### config.mk
export PLATFORM = sky130hd
export DESIGN_NAME = regb_fifo_lvl_flat
export DESIGN_NICKNAME = d
export VERILOG_FILES = /design/src/rtl/regb_fifo_lvl_if.sv /design/src/rtl/regb_fifo_lvl.sv /design/src/flat_wrapper.sv
export SDC_FILE = /design/constraint.sdc
export NUM_CORES = 1
export LEC_CHECK = 0
export CAP_MARGIN = 25
export CORE_AREA = 2 2 121 135
export CTS_CLUSTER_DIAMETER = 100
export CTS_CLUSTER_SIZE = 12
export DETAILED_ROUTE_END_ITERATION = 10
export DIE_AREA = 0 0 123 137
export GPL_TIMING_DRIVEN = 0
export SYNTH_ARGS = -nofsm -noshare
export SYNTH_HDL_FRONTEND = slang
export SYNTH_SLANG_ARGS = --single-unit
### constraint.sdc
create_clock -name clk -period 6.35 [get_ports clk]
set_clock_uncertainty 0.1 [all_clocks]
set_input_delay 1.5875 -clock clk [delete_from_list [all_inputs] [get_ports clk]]
set_output_delay 1.5875 -clock clk [all_outputs]
set_load 0.02 [all_outputs]
### src/rtl/regb_fifo_lvl_if.sv
// rtl/regb_fifo_lvl_if.sv - data, handshake and status bundle for the register FIFO
interface regb_fifo_lvl_if #(
   parameter int DEPTH = 8,
   parameter int WIDTH = 8
);
   localparam int CW = $clog2(DEPTH + 1);

   logic [WIDTH-1:0] wdata;
   logic             shift_in;
   logic             shift_out;
   logic             err_clr;
   logic [WIDTH-1:0] rdata;
   logic             empty;
   logic             full;
   logic             almost_empty;
   logic             almost_full;
   logic [CW-1:0]    fill;
   logic             ovf;
   logic             udf;

   modport master (
      output wdata, shift_in, shift_out, err_clr,
      input  rdata, empty, full, almost_empty, almost_full, fill, ovf, udf
   );

   modport slave (
      input  wdata, shift_in, shift_out, err_clr,
      output rdata, empty, full, almost_empty, almost_full, fill, ovf, udf
   );
endinterface

### src/rtl/regb_fifo_lvl.sv
// rtl/regb_fifo_lvl.sv - register FIFO, packed toward the head, with level flags
// Optional sticky ovf/udf error flags are built when REGB_FIFO_ERR_EN is defined.
module regb_fifo_lvl #(
   parameter int DEPTH  = 8,
   parameter int WIDTH  = 8,
   parameter int AF_LVL = DEPTH - 2,
   parameter int AE_LVL = 2
) (
   input  logic           clk,
   input  logic           res,
   regb_fifo_lvl_if.slave bus
);
   localparam int CW = $clog2(DEPTH + 1);

   logic [WIDTH-1:0] mem     [DEPTH];
   logic [WIDTH-1:0] mem_nxt [DEPTH];
   logic [CW-1:0]    cnt;
   logic [CW-1:0]    cnt_nxt;
   logic [CW-1:0]    wr_idx;
   logic             rd_acc;
   logic             wr_acc;
   logic             empty_q;
   logic             full_q;
   logic             ae_q;
   logic             af_q;

   // Slots at or beyond cnt are always zero, so mem[0] doubles as the zeroed empty rdata.
   always_comb begin
      rd_acc  = bus.shift_out && !empty_q;
      wr_acc  = bus.shift_in && (!full_q || bus.shift_out);
      wr_idx  = rd_acc ? cnt - CW'(1) : cnt;
      cnt_nxt = cnt;
      if (wr_acc && !rd_acc) begin
         cnt_nxt = cnt + CW'(1);
      end else if (rd_acc && !wr_acc) begin
         cnt_nxt = cnt - CW'(1);
      end
      for (int i = 0; i < DEPTH - 1; i++) begin
         mem_nxt[i] = rd_acc ? mem[i+1] : mem[i];
      end
      mem_nxt[DEPTH-1] = rd_acc ? '0 : mem[DEPTH-1];
      for (int i = 0; i < DEPTH; i++) begin
         if (wr_acc && wr_idx == CW'(i)) begin
            mem_nxt[i] = bus.wdata;
         end
      end
   end

   always_ff @(posedge clk or posedge res) begin
      if (res) begin
         for (int i = 0; i < DEPTH; i++) begin
            mem[i] <= '0;
         end
         cnt     <= '0;
         empty_q <= 1'b1;
         full_q  <= 1'b0;
         ae_q    <= 1'b1;
         af_q    <= 1'b0;
      end else begin
         for (int i = 0; i < DEPTH; i++) begin
            mem[i] <= mem_nxt[i];
         end
         cnt     <= cnt_nxt;
         empty_q <= (cnt_nxt == '0);
         full_q  <= (cnt_nxt == CW'(DEPTH));
         ae_q    <= (int'(cnt_nxt) <= AE_LVL);
         af_q    <= (int'(cnt_nxt) >= AF_LVL);
      end
   end

   assign bus.rdata        = mem[0];
   assign bus.fill         = cnt;
   assign bus.empty        = empty_q;
   assign bus.full         = full_q;
   assign bus.almost_empty = ae_q;
   assign bus.almost_full  = af_q;

`ifdef REGB_FIFO_ERR_EN
   logic ovf_q;
   logic udf_q;

   // A fresh error in the same cycle takes priority over err_clr.
   always_ff @(posedge clk or posedge res) begin
      if (res) begin
         ovf_q <= 1'b0;
         udf_q <= 1'b0;
      end else begin
         if (bus.shift_in && full_q && !bus.shift_out) begin
            ovf_q <= 1'b1;
         end else if (bus.err_clr) begin
            ovf_q <= 1'b0;
         end
         if (bus.shift_out && empty_q) begin
            udf_q <= 1'b1;
         end else if (bus.err_clr) begin
            udf_q <= 1'b0;
         end
      end
   end

   assign bus.ovf = ovf_q;
   assign bus.udf = udf_q;
`else
   logic unused_err_clr;
   assign unused_err_clr = bus.err_clr;
   assign bus.ovf        = 1'b0;
   assign bus.udf        = 1'b0;
`endif
endmodule

### src/flat_wrapper.sv
// flat-port wrapper written by rule: the top's interface ports become plain ports
module regb_fifo_lvl_flat 
#(
   parameter int DEPTH  = 8,
   parameter int WIDTH  = 8,
   parameter int AF_LVL = DEPTH - 2,
   parameter int AE_LVL = 2
)
  (clk, res, bus_wdata, bus_shift_in, bus_shift_out, bus_err_clr, bus_rdata, bus_empty, bus_full, bus_almost_empty, bus_almost_full, bus_fill, bus_ovf, bus_udf);
  regb_fifo_lvl_if #(.DEPTH(DEPTH), .WIDTH(WIDTH)) bus_i ();
  input  logic clk;
  input  logic res;
  input wire logic [$bits(bus_i.wdata)-1:0] bus_wdata;
  input wire logic [$bits(bus_i.shift_in)-1:0] bus_shift_in;
  input wire logic [$bits(bus_i.shift_out)-1:0] bus_shift_out;
  input wire logic [$bits(bus_i.err_clr)-1:0] bus_err_clr;
  output wire logic [$bits(bus_i.rdata)-1:0] bus_rdata;
  output wire logic [$bits(bus_i.empty)-1:0] bus_empty;
  output wire logic [$bits(bus_i.full)-1:0] bus_full;
  output wire logic [$bits(bus_i.almost_empty)-1:0] bus_almost_empty;
  output wire logic [$bits(bus_i.almost_full)-1:0] bus_almost_full;
  output wire logic [$bits(bus_i.fill)-1:0] bus_fill;
  output wire logic [$bits(bus_i.ovf)-1:0] bus_ovf;
  output wire logic [$bits(bus_i.udf)-1:0] bus_udf;
  assign bus_i.wdata = bus_wdata;
  assign bus_i.shift_in = bus_shift_in;
  assign bus_i.shift_out = bus_shift_out;
  assign bus_i.err_clr = bus_err_clr;
  assign bus_rdata = bus_i.rdata;
  assign bus_empty = bus_i.empty;
  assign bus_full = bus_i.full;
  assign bus_almost_empty = bus_i.almost_empty;
  assign bus_almost_full = bus_i.almost_full;
  assign bus_fill = bus_i.fill;
  assign bus_ovf = bus_i.ovf;
  assign bus_udf = bus_i.udf;
  regb_fifo_lvl #(.DEPTH(DEPTH), .WIDTH(WIDTH), .AF_LVL(AF_LVL), .AE_LVL(AE_LVL)) u_core (.clk(clk), .res(res), .bus(bus_i));
endmodule
* Yosys cells after proc, flatten, opt, wreduce, memory -nomap -nowiden *
Cells that the tools add are included.

storage, ports and cells
  bits in registers = 72
  word-level logic and storage cells = 71

cells by class
  add/subtract/negate cells = 2
  magnitude comparators = 2
  equality and inequality tests = 8
  muxes and demuxes = 19
  reductions and logical operators = 27

operator list
  cell                                                                                  number
  8-bit two-way mux                                                                     16
  4-bit by 3-bit == test with 1-bit output (second input constant)                      4
  2-bit nonzero test                                                                    8
  1-bit logical AND                                                                     12
  4-bit two-way mux                                                                     3
  4-bit by 2-bit == test with 1-bit output (second input constant)                      2
  4-bit zero test                                                                       2
  4-bit by 1-bit adder with 4-bit output (second input constant)                        1
  4-bit by 1-bit == test with 1-bit output (second input constant)                      1
  4-bit == test (second input constant)                                                 1
  4-bit by 3-bit greater-or-equal comparator with 1-bit output (second input constant)  1
  4-bit by 2-bit <= comparator with 1-bit output (second input constant)                1
  1-bit zero test                                                                       4
  4-bit by 1-bit subtractor with 4-bit output (second input constant)                   1
  1-bit logical OR                                                                      1

* Logic depth before layout (Yosys ltp) *
Gate-level depths: netlist of the first run.

  depth in word-level cells = 8
  depth in mapped cells = 9
  depth with buffers taken out = 7

* Least setup slack after synthesis of the first run *
No wires, ideal clock.

  path kind = in2reg
  from = in bus_shift_out
  to = reg u_core.empty_q, in the netlist u_core.bus.empty
  arrival = 3.118 ns
  slack = 3.035 ns
  cell stages on the path = 6
  cells stage by stage = nor2b_2 > buf_6 > or4_4 > mux2i_1 > a311o_2 > nor4_1

between the ends
  cells in the longest elaborated chain, start to end = 7
  elaborated cells on any way between the ends = 10

RTL lines
  what                         RTL line             source
  from (decl)                  flat_wrapper.sv:15   input wire logic [$bits(bus_i.shift_out)-1:0] bus_shift_out;
  1-bit logical OR             regb_fifo_lvl.sv:30  wr_acc = bus.shift_in && (!full_q || bus.shift_out);
  1-bit logical AND            regb_fifo_lvl.sv:30
  1-bit zero test              regb_fifo_lvl.sv:35  end else if (rd_acc && !wr_acc) begin
  1-bit logical AND            regb_fifo_lvl.sv:35
  4-bit two-way mux            regb_fifo_lvl.sv:35
  4-bit two-way mux *          regb_fifo_lvl.sv:33  if (wr_acc && !rd_acc) begin
  named net u_core.cnt_nxt[3]  regb_fifo_lvl.sv:18  logic [CW-1:0] cnt_nxt;
  4-bit zero test *            regb_fifo_lvl.sv:64  empty_q <= (cnt_nxt == '0);
  to (signal assigned)         regb_fifo_lvl.sv:64
  to (decl)                    regb_fifo_lvl.sv:22  logic empty_q;

Mark *: on every way through the listed nets, which the timed path passes. The rest lies on a longest branch.
A chain may end at the register's enable or synchronous reset.

* Worst setup path after layout of the first run *
Same ends and word-level chain as after synthesis.

==> key figures, run 1 <==
CTS
  • Worst skew pair latency: between 300 and 400 ps
  • Post-CTS Hold Fix Bufs: 0
  • Clock Path Buffers: 2
  • CTS buffer count: 9
  • Post_cts resized: 0
  • Clock root buffer: clkbuf_16
  • Post-CTS setup buffers: 0
  • CTS clk-pin slew, worst paths: around 50 ps
  • H-tree Lvls: 3
  • CTS sink cnt: 72
  • TritonCTS clock tree: done

STA
  • Hold Vio Cnt, Final: 0
  • Crit path time final: 3524 ps
  • Setup violators final: 0
  • Worst slew margin: 53.36%
  • RSZ-0062 raised after global routing: false
  • Sum of negative setup slack: 0 ps
  • Slew Limit Fails: 0
  • Actual slew at the worst max-slew pin: 699.6 ps
  • Final period utilization: 55.50%
  • F_max: roughly 280 MHz

Floorplanning
  • Ports: 31
  • Site Rows: 48
  • Initial Util: 24.43%
  • Die Footprint: 16850 um2
  • Floorplan Core Area: 15490 um2
  • Die height: 137 um
  • Die W: 123 um

Pwr
  • Max VDD drop: around 130 uV
  • Clock power frac: 20.6%
  • Leakage Power: 2.048 nW
  • Internal power: 1.310 mW
  • Switch Pwr: 0.7700 mW
  • Sw Share: 37.02%
  • Seq pwr share: 35.9%
  • PwrDens: 454.0 nW/um2
  • Comb pwr share: 43.5%

Global route
  • Pin count of the biggest net entering global routing: 73
  • First-pass GRT wire length: around 13 mm
  • Grt total ovfl: 0
  • Antenna violations before repair: 0
  • Vias in the first global route: around 2.6k
  • Total GRT Usage: 9.955%

Critical path
  • CP Launch Type: primary input
  • Worst EP arrival: ~3700 ps
  • Worst setup path class: in2reg
  • CP Capture Type: flip-flop
  • Req. time, crit path: 6490 ps
  • Worst reg2reg path depth: 9
  • Critical path fanouts, max: 7

Route
  • DRT Wirelength: 7.702 mm
  • Vias/cell: approximately 4.4
  • DRC violations left: 0
  • Routed WL per cell: 13.28 um
  • Final ANT Viol Nets: 0
  • Drt first pass iters: 4
  • Drt initial violations: about 130
  • DR vias: 2545

Final layout
  • Reg area: 1804 um2
  • Area of the multi-input gates: 1755 um2
  • Commonest non-fill, non-tap cell in the layout: mux2i_1
  • Fin nets: 393
  • FILL cells: 1611
  • Layout Cells excl Fill: 580
  • Layout cell share with drive strength beyond 1: 14.74%
  • Post-layout util: 29.57%
  • # diodes: 0
  • Area Overhead vs Synth: 21.06%
  • Commonest non-fill, non-tap cells in the layout: 89 x mux2i_1, 70 x dfrtp_1, 45 x nand2_1

Yosys
  • Post-synth EDFFs: 0
  • Cell taking the most area after synthesis: dfrtp_1
  • Register bit total from synthesis: 72
  • Post-Syn Area: 3785 um2
  • Synth area leaders: dfrtp_1 46%, mux2i_1 24%, nand2_1 4.5%
  • Post-synth cell types: 48
  • Sequential share of the synthesized area: 47.67%
  • Area share of the largest cell type after synthesis: 46.28%
  • Synth async-reset ratio: 100.0%
  • Post-synth top flop: dfrtp_1
  • Syn Inst Count: 338
  • Ys Warns: 0
  • Syn_area_per_cell: 11.20 um2

Placed design
  • GPL Wtd Cong: 0.7522
  • Placed cells: 567
  • I/O Buffers: 27
  • Dpl hpwl: 5.613 mm

Min path
  • Worst hold path type: reg2reg
  • Hold path cells: 2

Job
  • Max-Cap Viols: 0

Outcome
  • Run status: completed
==> per-stage QoR <==
stage / instance area, um2 / total power [mW] / worst slack (ps) / hold WS (ps)
2_1_floorplan: 3789 / 1.418 / 2841 / 399.3
3_3_place_gp: 4309 / 1.627 / 1576 / 409.8
3_5_place_dp: 4339 / 1.665 / 2496 / 423.0
4_1_cts: 4582 / 2.104 / 2836 / 429.8
5_1_grt: 4582 / 2.227 / 2730 / 448.6
6_report: 4582 / 2.080 / 2826 / 423.4
==> critical path: stages <==
cell and delay [ps]:
clkdlybuf4s50_1 430, nor2b_2 170, buf_6 140, or4_4 510, mux2i_1 140, a311o_2 410
nor4_1 280
==> path summary, 6_finish.rpt <==
path / slack (ps) / to / start
max: 2830 / u_core.bus.empty$_DFF_PP1_ / bus_shift_out
max reg2reg: 3830 / u_core.mem[40]$_DFFE_PP0P_ / u_core.bus.fill[1]$_DFF_PP0_
min reg2reg: 420 / u_core.mem[4]$_DFFE_PP0P_ / u_core.mem[4]$_DFFE_PP0P_
min in group asynchronous: 1590 / u_core.mem[19]$_DFFE_PP0P_ / res
min: 420 / u_core.mem[4]$_DFFE_PP0P_ / u_core.mem[4]$_DFFE_PP0P_
max in group asynchronous: 4250 / u_core.bus.empty$_DFF_PP1_ / res
==> layer usage <==
metal	GRT usage, %	part of all wire (%)	vias up
li1	-	-	1248
met1	12.54	46	1241
met2	15.99	49	48
met3	2.875	3.6	8
met4	3.977	1.8	0
met5	0	0	-
==> kinds of logic after synthesis <==
| group | after synthesis | synth area share [%] |
|---|---|---|
| muxes | 89 | 23.54 |
| DFF | 72 | 47.67 |
| other | 1 | 0.09908 |
| xor gates and xnor gates | 5 | 1.157 |
| AOI/OAI and AO/OA | 37 | 7.868 |
| buffers and inverters | 42 | 6.049 |
| adders and majority gates | 2 | 0.6611 |
| and+or+nand+nor | 90 | 12.96 |
==> power groups by stage <==
stage | sequential (mW) | clock, mW | combinational (mW)
floorplan | 0.753 | 0 | 0.665
global placement | 0.744 | 0 | 0.882
detailed placement | 0.756 | 0 | 0.909
CTS | 0.749 | 0.443 | 0.912
global route | 0.771 | 0.465 | 0.992
finish | 0.747 | 0.429 | 0.904
==> registers in the layout, indices dropped and copies added (netlist names) <==
name                     flops
u_core.bus.almost_empty      1
u_core.bus.almost_full       1
u_core.bus.empty             1
u_core.bus.fill              4
u_core.bus.full              1
u_core.bus.rdata             8
u_core.mem                  56
==> final cells by class <==
| type | count | area share (%) |
|---|---|---|
| timing repair buffer | 28 | 6.499 |
| multi-input combinational | 225 | 38.31 |
| sequential | 72 | 39.38 |
| inverter | 13 | 1.120 |
| clock buffer | 11 | 5.079 |
| buffer | 29 | 3.932 |
| tap | 200 | 5.462 |
| clock inverter | 2 | 0.2185 |
==> cells in the mapped netlist (2+ instances only) <==
cell	count
nor2_1	21
ha_1	2
a31oi_1	17
buf_6	2
buf_4	12
nand3b_1	2
or3_1	2
nor3_4	4
a21oi_1	4
nand2_1	45
mux2i_1	89
buf_2	9
xnor2_1	5
dfrtp_1	70
inv_1	12
clkbuf_1	5
dfstp_2	2
o21ai_1	3
nand2b_1	2
o2111ai_2	2
No activity file was read; power rests on OpenSTA's default activity.
==> inputs of run 2 (changes only) <==
==> constraint.sdc (replaced) <==
create_clock -name clk -period 3.3 [get_ports clk]
set_clock_uncertainty 0.1 [all_clocks]
set_input_delay 0.825 -clock clk [delete_from_list [all_inputs] [get_ports clk]]
set_output_delay 0.825 -clock clk [all_outputs]
set_load 0.02 [all_outputs]
==> results of run 2 <==
The final DEF is identical to that of run 1. Status: completed.
Main changes from that run: setup slack after placement 2496 ps -> 208.4 ps; setup slack after layout 2826 ps -> 538.4 ps; register-to-register setup slack 3830 ps -> 780 ps; total power 2.080 mW -> 4.002 mW; worst IR drop on VDD 129.3 uV -> 248.8 uV
